### src/rtl/sdm_cic_decim.sv
// sdm_cic_decim: second-order CIC decimator for a 1-bit sigma-delta stream.
// Two wrapping integrators run at the input sample rate. A registered strobe
// fires once every R accepted samples. On the cycle after the strobe the
// two-stage comb, scaling and saturation produce one PCM word.
// The first two strobes after reset only prime the comb delays.
module sdm_cic_decim #(
  parameter int dac_bw   = 16,
  parameter int dec_log2 = 6
) (
  input  logic                     clk,
  input  logic                     rst_n,
  input  logic                     valid_in,
  input  logic                     din,
  output logic                     valid_out,
  output logic signed [dac_bw-1:0] dout
);

  // Internal CIC width: bit growth of 2*dec_log2 on top of the 2-bit sample.
  localparam int W     = 2 + 2*dec_log2;
  // Left shift that places full-scale CIC gain (R^2) at PCM full scale.
  localparam int SHIFT = dac_bw - 1 - 2*dec_log2;
  // Width of the scaled value before saturation (equals dac_bw + 1).
  localparam int YW    = W + SHIFT;

  localparam logic [dec_log2-1:0] PHASE_LAST = '1;
  localparam logic signed [YW-1:0] Y_MAX = YW'((64'sd1 <<< (dac_bw-1)) - 64'sd1);
  localparam logic signed [YW-1:0] Y_MIN = ~Y_MAX;

  if ((dec_log2 < 3) || (2*dec_log2 > dac_bw-1)) begin : g_param_check
    $error("sdm_cic_decim: need 3 <= dec_log2 and 2*dec_log2 <= dac_bw-1");
  end

  // Clamp the scaled comb output into the signed PCM range.
  function automatic logic signed [dac_bw-1:0] sat_fn(input logic signed [YW-1:0] v);
    logic signed [dac_bw-1:0] r;
    if (v > Y_MAX) begin
      r = Y_MAX[dac_bw-1:0];
    end else if (v < Y_MIN) begin
      r = Y_MIN[dac_bw-1:0];
    end else begin
      r = v[dac_bw-1:0];
    end
    return r;
  endfunction

  logic signed [W-1:0]      x_s;
  logic signed [W-1:0]      i1_next_s;
  logic signed [W-1:0]      i2_next_s;
  logic signed [W-1:0]      c1_s;
  logic signed [W-1:0]      c2_s;
  logic signed [YW-1:0]     y_wide_s;
  logic signed [dac_bw-1:0] y_sat_s;

  logic signed [W-1:0]      i1_r;
  logic signed [W-1:0]      i2_r;
  logic signed [W-1:0]      i2_d_r;
  logic signed [W-1:0]      c1_d_r;
  logic [dec_log2-1:0]      phase_r;
  logic                     strobe_r;
  logic [1:0]               warm_r;
  logic                     valid_out_r;
  logic signed [dac_bw-1:0] dout_r;

  assign valid_out = valid_out_r;
  assign dout      = dout_r;

  // Sample mapping, integrator next values, comb differences and scaling.
  always_comb begin
    x_s       = '0;
    i1_next_s = '0;
    i2_next_s = '0;
    c1_s      = '0;
    c2_s      = '0;
    y_wide_s  = '0;
    y_sat_s   = '0;
    if (din) begin
      x_s = {W{1'b1}};
    end else begin
      x_s = {{(W-1){1'b0}}, 1'b1};
    end
    i1_next_s = i1_r + x_s;
    i2_next_s = i2_r + i1_next_s;
    c1_s      = i2_r - i2_d_r;
    c2_s      = c1_s - c1_d_r;
    y_wide_s  = YW'(c2_s);
    y_wide_s  = y_wide_s <<< SHIFT;
    y_sat_s   = sat_fn(y_wide_s);
  end

  // Integrators: advance only on accepted samples, wrapping modulo 2^W.
  always_ff @(posedge clk or negedge rst_n) begin
    if (!rst_n) begin
      i1_r <= '0;
      i2_r <= '0;
    end else if (valid_in) begin
      i1_r <= i1_next_s;
      i2_r <= i2_next_s;
    end
  end

  // Phase counter and decimation strobe; strobe is high for one cycle after
  // the edge that accepts the last sample of a frame.
  always_ff @(posedge clk or negedge rst_n) begin
    if (!rst_n) begin
      phase_r  <= '0;
      strobe_r <= 1'b0;
    end else if (valid_in) begin
      if (phase_r == PHASE_LAST) begin
        phase_r  <= '0;
        strobe_r <= 1'b1;
      end else begin
        phase_r  <= phase_r + dec_log2'(1);
        strobe_r <= 1'b0;
      end
    end else begin
      strobe_r <= 1'b0;
    end
  end

  // Comb delays, warm-up suppression and the registered PCM output.
  always_ff @(posedge clk or negedge rst_n) begin
    if (!rst_n) begin
      i2_d_r      <= '0;
      c1_d_r      <= '0;
      warm_r      <= 2'd0;
      valid_out_r <= 1'b0;
      dout_r      <= '0;
    end else if (strobe_r) begin
      i2_d_r <= i2_r;
      c1_d_r <= c1_s;
      if (warm_r != 2'd2) begin
        warm_r      <= warm_r + 2'd1;
        valid_out_r <= 1'b0;
      end else begin
        dout_r      <= y_sat_s;
        valid_out_r <= 1'b1;
      end
    end else begin
      valid_out_r <= 1'b0;
    end
  end

endmodule
### config.mk
export PLATFORM = sky130hd
export DESIGN_NAME = sdm_cic_decim
export DESIGN_NICKNAME = d
export VERILOG_FILES = /design/src/rtl/sdm_cic_decim.sv
export SDC_FILE = /design/constraint.sdc
export NUM_CORES = 1
export LEC_CHECK = 0
export BUFFER_PORTS_ARGS = -buffer_cell sky130_fd_sc_hd__buf_2
export CORE_MARGIN = 2
export CORE_UTILIZATION = 46
export DETAILED_ROUTE_END_ITERATION = 10
export PLACE_DENSITY = 0.66
export SKIP_CTS_REPAIR_TIMING = 1
export SYNTH_ARGS = -nofsm -noshare
export SYNTH_HDL_FRONTEND = slang
export SYNTH_SLANG_ARGS = --single-unit
### constraint.sdc
create_clock -name clk -period 4 [get_ports clk]
set_input_delay 0.2 -clock clk [delete_from_list [all_inputs] [get_ports clk]]
set_output_delay 0.2 -clock clk [all_outputs]
set_load 0.01 [all_outputs]
# Yosys cells after proc, flatten, opt, wreduce, memory -nomap -nowiden
# Index checks and enable logic that the tools add are counted.
# word_totals
n_memories,0
register_bits,82
mem_bits_rw,0
rom_bits,0
latchBits,0
# classes
muxes,8
div,0
n_reduce_logical,2
addsub,6
bitwise_logic,1
n_mul,0
magnitude_cmp,2
eq_ne,2
n_shift,0
# ops
cell,count
2-to-1 mux 16 bit,2
adder 14 bit,2
subtractor 14 bit,2
greater-than comparator 17 x 16 -> 1 bit (second input constant),1
less-than comparator 17 x 16 -> 1 bit (second input constant),1
2-to-1 mux 14 bit,1
adder 6 x 1 -> 6 bit (second input constant),1
== test 6 bit (second input constant),1
2-to-1 mux 6 bit,1
2-to-1 mux 1 bit,4
AND reduction 2 bit,2
adder 2 x 1 -> 2 bit (second input constant),1
inequality test 2 bit (second input constant),1
NOT 1 bit,1

# Depth between registers and ports, before layout
# logic_depth
word_depth,5
mapped_depth,20

# Least setup slack after synthesis
# OpenSTA, ideal clock, no wires.
# synth_timing
path_kind,register to register
startpoint,register i2_r[0]
endpoint,"register dout_r[12], in the netlist dout[12]"
n_path_buf,0
stages_incl_launch_ff,20
required_ps,3908
arrival_ps,3657
setup_slack_ps,252
setup_time_ps,92
cell_sequence,dfrtp_1 -> inv_1 -> ha_1 -> fa_1 -> nor2b_1 -> o21a_1 -> o21ai_0 -> a21oi_1 -> a41oi_1 -> nand2b_1 -> xor2_1 -> ha_1 -> inv_1 -> o21bai_1 -> a21oi_1 -> mux2i_1 -> o21ai_0 -> a21oi_1 -> a211oi_2 -> o31ai_2
# synth_between
elab_chain_cells,5
elab_cells_between_ends,6
cone_classes,2 x add/sub; 2 x order compare; 2 x mux
# synth_rtl
element,line_no,rtl
"start, declared",55,logic signed [W-1:0] i2_r;
"start signal, assigned",97,i2_r <= i2_next_s;
subtractor 14 bit (*),83,c1_s = i2_r - i2_d_r;
named net c1_s[10],49,logic signed [W-1:0] c1_s;
subtractor 14 bit (*),84,c2_s = c1_s - c1_d_r;
less-than comparator 17 x 16 -> 1 bit,38,end else if (v < Y_MIN) begin
2-to-1 mux 16 bit,38,
2-to-1 mux 16 bit (*),36,if (v > Y_MAX) begin
"end signal, assigned",135,dout_r <= y_sat_s;
"end, declared",62,logic signed [dac_bw-1:0] dout_r;
# Mark *: on every way through the listed nets, which the timed path passes. The rest lies on a longest branch.
# A chain may end at the register's enable or synchronous reset.

# Worst setup path after layout
# layout_timing
startpoint,register i2_r[0]
endpoint,"register dout_r[4], in the netlist dout[4]"
# The elaborated chain is that of the path after synthesis.

==> metrics <==
clock latency on the worst-skew pair=0.35 ns; busiest grt layer=met2; CTS Buf Count=9; IO Pins=21; Cell Area, Synth=5569 um2; Worst Skew=0.006124 ns; Synth Area in Compound Gates=0.2094; Yosys reg bits=80; CP Class=reg -> reg; Post-route DRC=0; dpl hpwl=7752 um; met3 Track Usage GR=0.04995; largest family of logic cells by synthesized area=compound AO/OA/AOI/OAI gates; vias in the first global route=4,039; grt met2 use=0.3020; GRT Util Overall=0.1734; MaxCap Viol Count=0; # nets final=694; Final Hold Vio Count=0; initial antenna violation count=0; area share of the largest cell type after synthesis=0.3595; Worst setup EP type=register; num rows=40; post-synthesis mux area share=0.04808; crit start category=register; hold_ws=0.01424 ns; Remaining Overflow, GRT=0; Synth Area in Adders=0.1335; maximum clock insertion buffer count=2; post-synthesis simple-gate area fraction=0.1326; GPL Wtd Cong=0.8294; final cell utilization of the core=0.5292; largest net degree at the start of global routing=81; placed cell count=757; area grow syn2layout=13.19%; CTS tree=done; clock sinks=80; antenna viol nets, final=0; GR Util met1=0.2098; starting density of the core=0.4675; Worst EP required=4.27 ns; placed inst area=5831 um2; syn avg cell area=9.313 um2; class of the tightest hold or removal check=in -> async; Post-Route WL=11,230 um; Synth Instances=598; number of port buffers=20; Wirelength per Cell=14.34 um; Ant. Diodes=0; Slew HR=0.3418; Most used DFF post-synth=dfrtp_1; Iteration-0 DRC Markers=182; die span in y=114.0 um; Die X=114.0 um; WP data arrival=4.15 ns; Synthesized Nets=659; drt pass-1 iters=4; Final Setup Violations=0; register area share after synthesis=0.3595; critical path peak fanout=5; fin. max-slew vios=0; first-pass GRT wire length=18,240 um; Yosys top cell by area=dfrtp_1; status=finished clean; most common cell after layout, fill and taps aside=dfrtp_1; share of cells above drive strength 1=0.1667; Post-synth ARST share=1.000; most frequent cells in the layout=dfrtp_1, nand2_1, ha_1, o21ai_0, nor2_1; fmax=257.7 MHz; top post-synthesis cells by area=dfrtp_1, ha_1, xnor2_1; total of warnings raised by yosys=0; Clk pin slew, worst setup/hold paths=0.06 ns; xor and xnor fraction of the mapped netlist area=0.07549; design area=6304 um2; Vias/cell=5.573; die area=13,000 um2; number of non-filler instances in the completed layout=783; H-tree depth=3; post-synth cell types=61; EDFF count, synth=0; Period minus WS final=3.881 ns; clk root buf=clkbuf_16; Slew @ Worst Pin=0.9873 ns; fillers=1,070; routed vias=4,364; Core Footprint=11,910 um2; final cycle utilization of the critical path=0.9702
## registers in the layout (all words and copies together), names as in the netlist
register,cells
dout,14
phase_r,6
c1_d_r,14
i2_r,14
strobe_r,1
valid_out,1
i2_d_r,14
warm_r,2
i1_r,14
## through the flow
stage / setup TNS [ns] / setup WS [ns]
after floorplan: 0 / 0.2516
after global placement: 0 / 0.06137
after detailed placement: -0.3113 / -0.07224
after CTS: -0.6226 / -0.1026
after global routing: -0.6399 / -0.09843
final: 0 / 0.1191
## final timing paths
path / startpoint / end / slack (ns) / depth (start not counted)
min: rst_n / valid_out$_DFF_PN0_ / 0.01 / 1
max in group asynchronous: rst_n / phase_r[4]$_DFFE_PN0P_ / 3.34 / 1
max: i2_r[0]$_DFFE_PN0P_ / dout[4]$_DFFE_PN0P_ / 0.12 / 18
max reg2reg: i2_r[0]$_DFFE_PN0P_ / dout[4]$_DFFE_PN0P_ / 0.12 / 18
min reg2reg: dout[5]$_DFFE_PN0P_ / dout[5]$_DFFE_PN0P_ / 0.46 / 2
min in group clk: dout[5]$_DFFE_PN0P_ / dout[5]$_DFFE_PN0P_ / 0.46 / 2
## kinds of logic after synthesis
kind of cell	Yosys count
compound gates	177
xor+xnor	48
fa+ha+maj	57
buf+inv	55
flops	80
mux	24
simple gates	157
## cell type report
class	instances	area (um2)	share of cell area
clock inverters	5	50.05	0.007940
inverters	39	146.4	0.02322
flip-flops and latches	80	2002	0.3176
multi-input cells	465	3455	0.5480
clock buffers	9	225.2	0.03573
well taps	147	183.9	0.02918
repair buffers	38	241.5	0.03831
## critical path, stage by stage (launching register included)
cell and delay, ns:
dfrtp_1 0.38, inv_2 0.07, ha_4 0.16, fa_2 0.36
nor2b_2 0.12, o21a_1 0.16, o21ai_2 0.07, a21oi_2 0.22
a41oi_2 0.15, nand2b_1 0.11, xor2_1 0.19, ha_1 0.30
and3_4 0.20, and3_4 0.17, or4_4 0.57, a21oi_4 0.24
buf_6 0.13, o31ai_1 0.05, o21ai_1 0.14
## per-layer routing
| layer | share of wire | up-vias |
|---|---|---|
| met1 | 0.46 | 2084 |
| li1 | - | 2210 |
| met5 | 0 | - |
| met3 | 0.027 | 8 |
| met4 | 0.013 | 0 |
| met2 | 0.50 | 62 |
## synth_stat cells, types with 3 or more instances
cell,count
nor4_1,4
a211oi_1,7
o311ai_0,5
nor2b_1,5
nand3_1,5
xor2_1,12
o211ai_1,6
nand2b_1,11
ha_1,53
fa_1,4
inv_1,38
o21bai_1,7
nor2_1,43
xnor2_1,36
a21oi_1,39
o21ai_1,3
mux2_2,22
buf_4,3
and3_1,4
nand4_1,4
o31ai_1,8
a21o_1,12
nand2_1,59
clkbuf_1,10
o21a_1,19
dfrtp_1,80
nor3_1,10
o21ai_0,46
a31oi_1,5
Power is left out: the tool's default activity adds up to more than one toggle a clock period on the data nets, which glitch-free logic cannot reach.
